$ cat src/rtl/cam_match_serializer.sv
// Serializes a CAM match vector into a stream of hit indices with count and no-match beat.
// Define MATCH_SER_MSB_FIRST_EN to emit the highest set index first.
module cam_match_serializer #(
    parameter int WIDTH = 16,
    parameter int IDX_W = 4
) (
    input  logic             clk,
    input  logic             rst,
    input  logic             in_valid,
    output logic             in_ready,
    input  logic [WIDTH-1:0] match_vec,
    output logic             out_valid,
    input  logic             out_ready,
    output logic [IDX_W-1:0] out_idx,
    output logic             out_last,
    output logic             out_none,
    output logic [IDX_W:0]   out_count
);

    typedef enum logic {IDLE, EMIT} state_t;

    state_t           state_q;
    logic [WIDTH-1:0] pending_q;
    logic [WIDTH-1:0] pending_d;
    logic [IDX_W:0]   count_q;
    logic [IDX_W:0]   count_d;
    logic [IDX_W-1:0] sel_idx;
    logic [WIDTH-1:0] sel_bit;
    logic             one_left;

    always_comb begin
        sel_idx = '0;
        sel_bit = '0;
`ifdef MATCH_SER_MSB_FIRST_EN
        for (int i = 0; i < WIDTH; i++) begin
`else
        for (int i = WIDTH - 1; i >= 0; i--) begin
`endif
            if (pending_q[i]) begin
                sel_idx = IDX_W'(i);
                sel_bit = WIDTH'(1) << i;
            end
        end
    end

    always_comb begin
        count_d = '0;
        for (int i = 0; i < WIDTH; i++) begin
            count_d = count_d + (IDX_W+1)'(match_vec[i]);
        end
    end

    // At most one bit left; also true for the all-zero single beat.
    assign one_left  = (pending_q & (pending_q - WIDTH'(1))) == '0;
    assign pending_d = pending_q & ~sel_bit;

    always_ff @(posedge clk) begin
        if (rst) begin
            state_q   <= IDLE;
            pending_q <= '0;
            count_q   <= '0;
        end else begin
            case (state_q)
                IDLE: begin
                    if (in_valid) begin
                        pending_q <= match_vec;
                        count_q   <= count_d;
                        state_q   <= EMIT;
                    end
                end
                EMIT: begin
                    if (out_ready) begin
                        pending_q <= pending_d;
                        if (one_left) begin
                            state_q <= IDLE;
                        end
                    end
                end
                default: state_q <= IDLE;
            endcase
        end
    end

    assign in_ready  = (state_q == IDLE);
    assign out_valid = (state_q == EMIT);
    assign out_idx   = sel_idx;
    assign out_last  = out_valid && one_left;
    assign out_none  = out_valid && (pending_q == '0);
    assign out_count = count_q;

endmodule

$ cat config.mk
export PLATFORM = sky130hd
export DESIGN_NAME = cam_match_serializer
export DESIGN_NICKNAME = d
export VERILOG_FILES = /design/src/rtl/cam_match_serializer.sv
export SDC_FILE = /design/constraint.sdc
export NUM_CORES = 1
export LEC_CHECK = 0
export BUFFER_PORTS_ARGS = -buffer_cell sky130_fd_sc_hd__buf_4
export CAP_MARGIN = 20
export CORE_MARGIN = 1
export CORE_UTILIZATION = 61
export CTS_BUF_LIST = sky130_fd_sc_hd__clkbuf_2
export DETAILED_ROUTE_END_ITERATION = 10
export GPL_ROUTABILITY_DRIVEN = 0
export HOLD_SLACK_MARGIN = 0.1
export MAX_ROUTING_LAYER = met4
export PLACE_DENSITY = 0.87
export SYNTH_ARGS = -nofsm -noshare
export SYNTH_HDL_FRONTEND = slang
export SYNTH_SLANG_ARGS = --single-unit
$ cat constraint.sdc
create_clock -name clk -period 6.2 [get_ports clk]
set_clock_uncertainty 0.05 [all_clocks]
set_input_delay 0 -clock clk [delete_from_list [all_inputs] [get_ports clk]]
set_output_delay 0 -clock clk [all_outputs]
set_load 0.05 [all_outputs]
# After elaboration in Yosys (flattened, before gate mapping)
# Cells that the tools add are included.
[classes] n_addsub=16 eq_ne=2 n_bitwise=4 n_reduce_logical=6 mux=39
[ops] operator="16-bit two-way mux" n=18
[ops] operator="4-bit two-way mux" n=16
[ops] operator="5-bit by 1-bit adder with 5-bit output" n=11
[ops] operator="16-bit AND" n=2
[ops] operator="16-bit logical NOT" n=2
[ops] operator="16-bit case mux with 2 select lines" n=1
[ops] operator="16-bit inverter" n=1
[ops] operator="16-bit by 1-bit subtractor with 16-bit output, second input constant" n=1
[ops] operator="4-bit by 1-bit adder with 5-bit output" n=1
[ops] operator="3-bit by 1-bit adder with 4-bit output" n=1
[ops] operator="2-bit inequality test, second input constant" n=2
[ops] operator="2-bit AND reduction" n=2
[ops] operator="2-bit by 1-bit adder with 3-bit output" n=1
[ops] operator="1-bit two-way mux" n=3
[ops] operator="1-bit by 1-bit adder with 2-bit output" n=1
[ops] operator="1-bit logical AND" n=2
[ops] operator="1-bit case mux with 2 select lines" n=1
[ops] operator="1-bit inverter" n=1
[word_totals] elab_cells=70 input_bits=20 register_bits=22 output_inout_bits=13

# Longest topological paths before layout
[logic_depth] depth_word=20 depth_mapped=14 depth_no_buf=14

# Worst setup path after synthesis
# No wires, ideal clock.
[synth_path] kind="input to register" startpoint="input port match_vec[11]" endpoint="register count_q[3] (netlist: out_count[3])" path_stages=14 required_ps=6079 path_slack_ps=3073 t_arrival_ps=3006 path_buffers=0 setup_time_ps=71 cell_sequence="inv_1 > fa_1 > inv_1 > fa_1 > inv_1 > fa_1 > fa_1 > inv_1 > ha_1 > a21o_1 > a21oi_1 > xnor2_1 > nand2_1 > a21oi_1"
[synth_via] elab_chain_cells=5
[synth_lines] item="start: declaration" line="11" source="input logic [WIDTH-1:0] match_vec,"
[synth_lines] item="5-bit by 1-bit adder with 5-bit output (5 in a row)" line="49" source="count_d = count_d + (IDX_W+1)'(match_vec[i]);"
[synth_lines] item="end signal: assignment" line="67" source="count_q <= count_d;"
[synth_lines] item="end: declaration" line="25" source="logic [IDX_W:0] count_q;"
# Every way passes these cells.
# A chain may end at the register's enable or synchronous reset.

# Final worst setup path
# Ends and elaborated chain as after synthesis.

==> flow_summary.yaml <==
floorplanning:
  core-area_sq_um: 2500
  num_rows: 18
  die_x_microns: 53.5
  start_util: 0.647
  die_y_microns: 53.5
  fp.dieArea_sq_um: 2860
  num_io_pins: 33
synth:
  synth_edf_count: 0
  synthCells: 208
  synth_nets: 243
  syn_area_per_cell_sq_um: 7.77
  yosys_warnings: 0
  synth_largest_area_cell: "dfxtp_1"
  ys_types: 40
  synth_commonest_cells: "inv_1, a21oi_1, dfxtp_1, nand2_1, nor2_1"
  ys_ff_latch: 22
  yosys_most_used_dff: "dfxtp_1"
  syn-cell-area_sq_um: 1620
  yosysSeqAreaShare: 0.272
  yosysMostFrequentCell: "inv_1"
  synth_area_leaders: "dfxtp_1, fa_1, inv_1"
  netlist.area_leader.share: 0.272
  synthArstFlopShare: 0
timing:
  final-setup-viol-count: 0
  fin_crit_ns: 3.72
  hold_viol_final: 0
  drv_slew: 0
  worst_pin_slew_ns: 0.940
  relSlewSlack: 0.372
  min_period_over_period: 0.600
  setup_tns_ns: 0
  clock.fmax_mhz: 269
  rsz0062_at_grt: "no"
worst_setup_path:
  crit_start: "match_vec[11]"
  cp-start-kind: "input port"
  ff2ff_setup_slack_ns: 3.09
  criticalPathCategory: "in2reg"
  ff2ff_path_depth: 6
  r2r-start: "out_valid"
  reg2reg_to: "pending_q[1]"
  crit_arrival_ns: 3.96
  cpPeakStageDelay_ns: 0.58
  required_ns: 6.44
  path_cells: "dlygate4sd3_1 > buf_4 > inv_1 > fa_1 > inv_1 > fa_1 > inv_1 > fa_1 > fa_1 > inv_1 > ha_1 > a21o_1 > a21oi_1 > xnor2_1 > nand2_1 > a21oi_1"
  crit_fanout: 2
  crit_path_top_delay_cell: "fa_1"
  worstSetupEndpointType: "register"
finish:
  final_nets: 304
  fin_cells: 297
  drive_gt1_frac: 0.157
  n_antenna_cell: 0
  area_growth_pct: 36.9
  fin_area_sq_um: 2210
clocking:
  cts_max_level: 1
  cts_buffers: 3
  clockBufferDepth: 2
  clock-root-buffer: "clkbuf_2"
  clock_sinks: 22
  cts_tree: "built"
  clkLatencyLatePin_ns: 0.33
  post_cts_buffers: 0
  clkTransAtPathRegs_ns: 0.21
drt:
  routed_wirelength_mm: 5.77
  wl_per_cell_microns: 19.4
  drt-vias-per-instance: 6.33
  num_vias: 1880
  drc: 0
  drtPass1Iterations: 5
  drt_iter0_drc: 139
  postRouteAntennaNets: 0
placed_design:
  dp_cells: 260
  dp_hpwl_mm: 3.10
  port_buffers: 32
  placed_area_sq_um: 1860
global_routing:
  grt_max_degree: 23
  overflow: 0
  grt_pass1_vias: 1761
  grt_antenna_before_repair: 0
  grt_first_pass_wirelength_mm: 8.87
  track_usage: 0.463
min_path:
  hold_path.class: "reg2reg"
  min_to: "out_count[3]"
  hold_path_depth: 2
  hold_start: "out_count[3]"
power_and_ir_drop:
  p_leak_nw: 1.03
  ir_drop_mv: 0.299
  p_per_area_nw_per_um2: 263
  p_total_w: 0.000582
outcome:
  status: "finished clean"
run:
  max_cap_viol_count: 0
-- where the power goes --
| group | total, W | internal, W | switching [W] |
|---|---|---|---|
| sequential | 0.000176 | 0.000157 | 0.0000190 |
| combinational | 0.000348 | 0.000143 | 0.000205 |
| clock | 0.0000575 | 0.0000132 | 0.0000443 |
| total | 0.000582 | 0.000313 | 0.000269 |
-- how the worst max path moves through the flow --
stage              endpoint  slack (ns)  cells past startpoint
2_1_floorplan  out_count[3]        3.07                     14
3_3_place_gp   out_count[3]        2.87                     13
3_5_place_dp   out_count[3]        2.83                     13
4_1_cts        out_count[3]        2.64                     16
5_1_grt        out_count[3]        2.37                     16
6_report       out_count[3]        2.48                     16
-- cell usage in the layout (no fill, tap or decap), types with 3 or more instances in the layout --
cell type	count
o21ai_0	9
o311ai_0	3
ha_1	5
nor3_1	5
clkbuf_2	3
nor2_1	16
dfxtp_1	22
a21oi_1	23
dlygate4sd3_1	34
nand2_1	20
nand3_1	3
or4_1	5
buf_4	33
or3_1	3
fa_1	10
inv_1	31
maj3_1	3
nor4_1	3
nor2b_1	4
or2_2	3
-- sequential cells by signal, summed over array words and instances (netlist names) --
register   count
pending_q     16
out_count      5
out_valid      1
-- worst max-delay path: cells and delay by family --
kind	cells	cell delay [ns]
AOI/OAI and AO/OA	3	0.53
xor gates and xnor gates	1	0.15
adders and majority gates	5	2.29
buffers and inverters	6	0.91
and+or+nand+nor	1	0.07
-- cell families after synthesis --
group,after synthesis,synth area share
mux,2,0.0124
fa+ha+maj,18,0.181
flops,22,0.272
buf+inv,42,0.0991
compound gates,56,0.224
xor+xnor,2,0.0108
simple gates,66,0.200
-- per-layer routing --
layer  routed length [microns]  track usage  up-vias  share of wire
met3                       560       0.0891       33          0.097
met5                         0            -        -              0
met2                      2820        0.758      154           0.49
met1                      2120        0.539      859           0.37
met4                       274        0.224        0          0.047
li1                          -            -      834              -
-- layout make-up --
class / count / area [sq um]
Inverter: 31 / 116
Multi-Input combinational cell: 144 / 1020
Clock buffer: 3 / 15.0
Fill cell: 116 / 287
Sequential cell: 22 / 440
Timing Repair Buffer: 67 / 588
Tap cell: 30 / 37.5
-- stage by stage --
stage	util	hold slack [ns]	setup slack, ns
global route	0.885	0.457	2.37
global placement	0.743	0.212	2.87
detailed placement	0.743	0.221	2.83
finish	0.885	0.427	2.48
CTS	0.885	0.427	2.64
floorplan	-	0.0221	3.07
-- repair_timing --
| item | CTS | global route |
|---|---|---|
| resized for setup | 0 | 0 |
| hold buffers | 34 | 0 |
| hold endpoints to repair | 22 | 0 |
Note: power is estimated with default switching activity, not from simulation.
